**src/rtl/aer_out_ctrl.sv**
```systemverilog
// AER output controller: runs one 4-phase REQ/ACK handshake off chip per encoder event.
// Optional feature macro AER_ACK_TIMEOUT_EN aborts a handshake whose ACK edge is late.
module aer_out_ctrl #(
    parameter int ACK_SYNC_STAGES = 2,
    parameter int TIMEOUT_CYCLES  = 255
) (
    input  logic        CLK,
    input  logic        RST,
    input  logic [9:0]  AERIN_ADDR,
    input  logic        AERIN_VALID,
    output logic        AERIN_CTRL_BUSY,
    output logic [9:0]  AER_ADDR,
    output logic        AER_REQ,
    input  logic        AER_ACK,
    output logic [15:0] EVENT_COUNT,
    output logic        OVERRUN,
    output logic        TIMEOUT_ERR
);

    typedef enum logic [2:0] {
        IDLE,
        CAPTURE,
        SETUP,
        WAIT_ACK_H,
        WAIT_ACK_L
    } state_t;

    state_t state;
    state_t state_next;

    logic [ACK_SYNC_STAGES-1:0] ack_sync;
    logic ack_s;
    logic done;
    logic timeout;

    always_ff @(posedge CLK or posedge RST) begin
        if (RST) begin
            ack_sync <= '0;
        end else begin
            ack_sync <= {ack_sync[ACK_SYNC_STAGES-2:0], AER_ACK};
        end
    end

    assign ack_s = ack_sync[ACK_SYNC_STAGES-1];

    always_comb begin
        state_next = state;
        done       = 1'b0;
        unique case (state)
            IDLE:       if (AERIN_VALID) state_next = CAPTURE;
            CAPTURE:    state_next = SETUP;
            SETUP:      state_next = WAIT_ACK_H;
            WAIT_ACK_H: begin
                if (ack_s) begin
                    state_next = WAIT_ACK_L;
                end else if (timeout) begin
                    state_next = IDLE;
                end
            end
            WAIT_ACK_L: begin
                if (!ack_s) begin
                    state_next = IDLE;
                    done       = 1'b1;
                end else if (timeout) begin
                    state_next = IDLE;
                end
            end
            default:    state_next = IDLE;
        endcase
    end

    // BUSY and REQ are registered copies of the next state, so they change on the same edge as it.
    always_ff @(posedge CLK or posedge RST) begin
        if (RST) begin
            state           <= IDLE;
            AERIN_CTRL_BUSY <= 1'b0;
            AER_REQ         <= 1'b0;
            AER_ADDR        <= 10'h000;
            EVENT_COUNT     <= 16'h0000;
            OVERRUN         <= 1'b0;
        end else begin
            state           <= state_next;
            AERIN_CTRL_BUSY <= (state_next != IDLE);
            AER_REQ         <= (state_next == WAIT_ACK_H);
            if (state == CAPTURE) begin
                AER_ADDR <= AERIN_ADDR;
            end
            if (done) begin
                EVENT_COUNT <= EVENT_COUNT + 16'd1;
            end
            if (AERIN_VALID && (state != IDLE)) begin
                OVERRUN <= 1'b1;
            end
        end
    end

`ifdef AER_ACK_TIMEOUT_EN
    localparam logic [7:0] TIMEOUT_LIMIT = 8'(TIMEOUT_CYCLES);

    logic [7:0] wait_count;
    logic in_wait;
    logic entering_wait;
    logic abort;

    assign in_wait       = (state == WAIT_ACK_H) || (state == WAIT_ACK_L);
    assign entering_wait = (state_next != state) &&
                           ((state_next == WAIT_ACK_H) || (state_next == WAIT_ACK_L));
    assign timeout       = in_wait && (wait_count == TIMEOUT_LIMIT);
    // A completing ACK edge wins over a timeout that expires on the same edge.
    assign abort         = timeout && (state_next == IDLE) && !done;

    always_ff @(posedge CLK or posedge RST) begin
        if (RST) begin
            wait_count  <= 8'h00;
            TIMEOUT_ERR <= 1'b0;
        end else begin
            if (entering_wait) begin
                wait_count <= 8'h00;
            end else if (in_wait) begin
                wait_count <= wait_count + 8'd1;
            end
            if (abort) begin
                TIMEOUT_ERR <= 1'b1;
            end
        end
    end
`else
    assign timeout     = 1'b0;
    // Constant 0 for every legal TIMEOUT_CYCLES (1..255).
    assign TIMEOUT_ERR = (TIMEOUT_CYCLES == 0);
`endif

endmodule

```
**config.mk**
```make
export PLATFORM = sky130hd
export DESIGN_NAME = aer_out_ctrl
export DESIGN_NICKNAME = d
export VERILOG_FILES = /design/src/rtl/aer_out_ctrl.sv
export SDC_FILE = /design/constraint.sdc
export NUM_CORES = 1
export LEC_CHECK = 0
export ABC_AREA = 1
export CORE_MARGIN = 10
export CORE_UTILIZATION = 30
export DETAILED_ROUTE_END_ITERATION = 10
export PLACE_DENSITY = 0.6
export SLEW_MARGIN = 30
export SYNTH_ARGS = -nofsm -noshare
export SYNTH_HDL_FRONTEND = slang
export SYNTH_SLANG_ARGS = --single-unit
```
**constraint.sdc**
```tcl
create_clock -name CLK -period 2.6 [get_ports CLK]
set_input_delay 0.52 -clock CLK [delete_from_list [all_inputs] [get_ports CLK]]
set_output_delay 0.52 -clock CLK [all_outputs]
set_load 0.005 [all_outputs]
```
After elaboration in Yosys (flattened, before gate mapping)
Cells that the tools add are included.

Add/subtract/negate cells: 1. Equality and inequality tests: 5. Mux-type cells: 6. Reductions and logical operators: 4.

Operator list (number): adder 16 x 1 -> 16 bit, second input constant (1); one-hot mux 3 bit (5 select lines) (1); equality test 3 x 2 -> 1 bit, second input constant (3); 2-to-1 mux 3 bit (3); nonzero test 3 bit (2); equality test 3 x 1 -> 1 bit, second input constant (1); equality test 3 bit, second input constant (1); zero test 3 bit (1); 2-to-1 mux 1 bit (2); logical AND 1 bit (1).

Register bits after elaboration: 34. Bits of input ports: 14. Output and inout port bits: 30. Word-level logic and storage cells: 23.

Depth between registers and ports, before layout
Depth after elaboration: 3. Depth in mapped cells: 7. Mapped depth without buffers: 7.

Worst setup path before layout
No wires, ideal clock.

Kind: register to register. Start: register EVENT_COUNT[0]. End: register EVENT_COUNT[10]. Library setup time: 120 ps. Arrival: 1115 ps. Required time: 2480 ps. Path slack: 1364 ps. Cell stages (with the launch flop): 7. Buffers on the path: 0. Clock period less this slack: 1236 ps. Cells stage by stage: dfrtp_1 > ha_1 > nand3_1 > nor2_1 > nand2_4 > o21ai_1 > nand2_1.

Longest elaborated chain between the ends: 1.

RTL lines: start: declaration (RTL line 15) `output logic [15:0] EVENT_COUNT,`; start signal: assignment (RTL line 89) `EVENT_COUNT <= EVENT_COUNT + 16'd1;`; adder 16 x 1 -> 16 bit (RTL line 89).

Every way passes these cells. A chain may end at the register's enable or synchronous reset.

Final worst setup path
Start: register EVENT_COUNT[2]. End: output EVENT_COUNT[2].

No word-level cell between the ends.

==> run_results.csv <==
group,metric,value,unit
worst_setup_path,critical_path_arrival,1.27,ns
place,dp_slack,1.08,ns
synth,syn_area_per_cell,8.48,sq um
synth,yosys.cell_types.count,23,
route,drcViolationCount,0,
final_layout,diodes,0,
worst_setup_path,end_kind,"output port",
worst_setup_path,worst_path_largest_cell_delay,0.54,ns
timing,tns,0,ns
power,peakVddDrop,419,uV
timing,period_needed,1.79,ns
route,viasPerCell,4.12,
timing,finalCritPeriodShare,68.9,%
route,wl_per_cell,10.9,um
worst_setup_path,crit_type,"flop to output port",
floorplan,initial_core_util,30.9,%
route,detail_route.iter0.violations,45,
clock_tree,clock-root-buffer,"clkbuf_8",
global_routing,antenna_found_initial,0,
timing,setup-violations-final,0,
status,status,"completed",
floorplan,die_area,8560,sq um
flow_run,max-cap-violations,0,
worst_setup_path,cp-start-kind,"flop",
timing,setup_ws,0.808,ns
power,p_leak,1.09,nW
synth,synth_seq_area_share,53.9,%
global_routing,grt.busiest_layer,"met2",
floorplan,rows,26,
worst_setup_path,crit_required,2.08,ns
timing,fin_skew,0.00785,ns
clock_tree,ctsHoldBuffers,0,
synth,syn_nets,201,
worst_setup_path,crit_cells,1,
global_routing,grt_pass1_vias,1351,
global_routing,met1_usage,9.31,%
floorplan,die_w,92.5,um
floorplan,io_pins,44,
place,place_congestion,0.722,
place,placed_cells,296,
global_routing,use_met2,14.2,%
place,numPortBuffers,42,
final_layout,fin_util,43.5,%
place,dp_hpwl,2560,um
clock_tree,numCtsBuffers,5,
synth,ys_ff_latch,34,
final_layout,nFillCells,524,
global_routing,grt_first_pass_wirelength,6030,um
timing,rsz0062_at_grt,"false",
timing,max_freq,558,MHz
floorplan,core,5110,sq um
worst_setup_path,critical_path_buf_inv_count,1,
clock_tree,insertion_delay,0.28,ns
route,vias,1252,
clock_tree,cts_sinks,34,
synth,ys_warn_count,0,
final_layout,seq_area,851,sq um
power,power.total,1.90,mW
worst_setup_path,slowest_stage,"clkdlybuf4s50_1",
global_routing,grt_max_degree,35,
final_layout,area_growth,40.7,%
power,powerDensity,856,nW/um^2
worst_setup_path,reg2regPathDepth,3,
final_layout,final_nets,248,
clock_tree,clk_pin_slew,0.07,ns
hold_path,min_path_type,"flop to flop",
worst_setup_path,path_cells,"clkdlybuf4s50_1",
synth,synth.cell_area,1580,sq um
timing,relSlewSlack,59.2,%
clock_tree,post_cts_resized,0,
route,wirelength,3310,um
worst_setup_path,crit_family,"buffers and inverters",
final_layout,layout.cells.non_filler,304,
final_layout,multi_input_area,582,sq um
synth,synth_cells,186,
hold_path,hold_depth,0,
route,firstDrtPassIters,4,
clock_tree,cts-htree-levels,2,
final_layout,drive_gt1_share,8.97,%
global_routing,grt_util_all_layers,8.53,%
floorplan,die_y,92.5,um
timing,worst_pin_slew,0.610,ns
clock_tree,tritoncts,"done",
clock_tree,cts_setup_buffers,0,
global_routing,met3_usage,4.28,%
clock_tree,clockBufferDepth,2,
route,antenna_left,0,
timing,hold_viol,0,
global_routing,overflow,0,
worst_setup_path,crit_fanout,6,
timing,final_max_slew_viol_count,0,
==> synthesized netlist by cell type <==
cell | instances | share of area (%)
dfrtp_1 | 34 | 54
o21ai_0 | 13 | 4.1
nor2_8 | 1 | 1.3
clkinv_2 | 1 | 0.32
nand2_2 | 1 | 0.40
nand2_1 | 53 | 13
xnor2_1 | 6 | 3.3
nand4_1 | 2 | 0.79
nand3_1 | 12 | 3.8
o21ai_1 | 3 | 0.95
conb_1 | 1 | 0.24
clkbuf_1 | 1 | 0.24
buf_2 | 1 | 0.32
o21ai_2 | 1 | 0.56
nand2_4 | 3 | 2.1
inv_1 | 33 | 7.9
ha_1 | 1 | 0.79
nor2_1 | 10 | 2.4
nand3b_1 | 1 | 0.48
xor2_1 | 1 | 0.56
o211ai_1 | 1 | 0.48
nor2_2 | 5 | 2.0
buf_4 | 1 | 0.48
==> per-layer routing <==
metal / wire (um) / vias to the layer above
li1: - / 654
met1: 1390 / 561
met2: 1590 / 32
met3: 287 / 5
met4: 38 / 0
met5: 0 / -
==> placed cells by master (no fill, tap or decap), types with 2 or more instances in the layout <==
master / n
nand3_1: 12
nand2_4: 3
inv_1: 33
clkdlybuf4s50_1: 42
nand2_1: 53
bufinv_16: 2
nor2_1: 10
xnor2_1: 6
o21ai_0: 13
o21ai_1: 3
dfrtp_1: 34
nor2_2: 5
clkbuf_8: 6
nand4_1: 2
==> where the power goes <==
group	total (mW)	switching [mW]	internal (mW)
Sequential	0.757	0.0946	0.663
Clock	0.600	0.191	0.409
Combinational	0.543	0.255	0.288
Total	1.90	0.540	1.36
==> kinds of logic (layout without fill, tap and decap cells) <==
| family | Yosys count | in the layout | share of synthesized area, % |
|---|---|---|---|
| adder cells (fa/ha/maj) | 1 | 1 | 0.793 |
| XOR/XNOR | 7 | 7 | 3.89 |
| AO/OA/AOI/OAI | 18 | 18 | 6.11 |
| buffers and inverters | 37 | 85 | 9.20 |
| flip-flops | 34 | 34 | 53.9 |
| other | 1 | 1 | 0.238 |
| AND/OR/NAND/NOR | 88 | 88 | 25.9 |
==> through the flow <==
step	hold slack (ns)	area [sq um]
global route	0.372	2220
global placement	0.334	2080
finish	0.353	2220
floorplan	0.331	1580
detailed placement	0.339	2080
CTS	0.356	2220
==> worst paths after layout <==
path / from / slack [ns] / to
min in group asynchronous: RST / 0.64 / AER_ADDR[0]
worst max register to register: state[2] / 1.13 / AER_ADDR[2]
worst max-delay path: EVENT_COUNT[2] / 0.81 / EVENT_COUNT[2]
worst min register to register: ack_sync[0] / 0.35 / ack_sync[1]
worst min-delay path: ack_sync[0] / 0.35 / ack_sync[1]
max in group asynchronous: RST / 1.64 / EVENT_COUNT[15]
==> registers in the layout, indices dropped and copies added (netlist names) <==
name,count
EVENT_COUNT,16
AER_ADDR,10
state,3
ack_sync,2
AERIN_CTRL_BUSY,1
AER_REQ,1
OVERRUN,1
==> area by class of cell <==
class,count,share of cell area [%]
Sequential cell,34,38.3
Multi-Input combinational cell,115,26.2
Timing Repair Buffer,43,19.3
Inverter,34,5.81
Tap cell,70,3.95
Clock buffer,6,3.72
Clock inverter,2,2.71
Power figures use the tool's default switching activity.
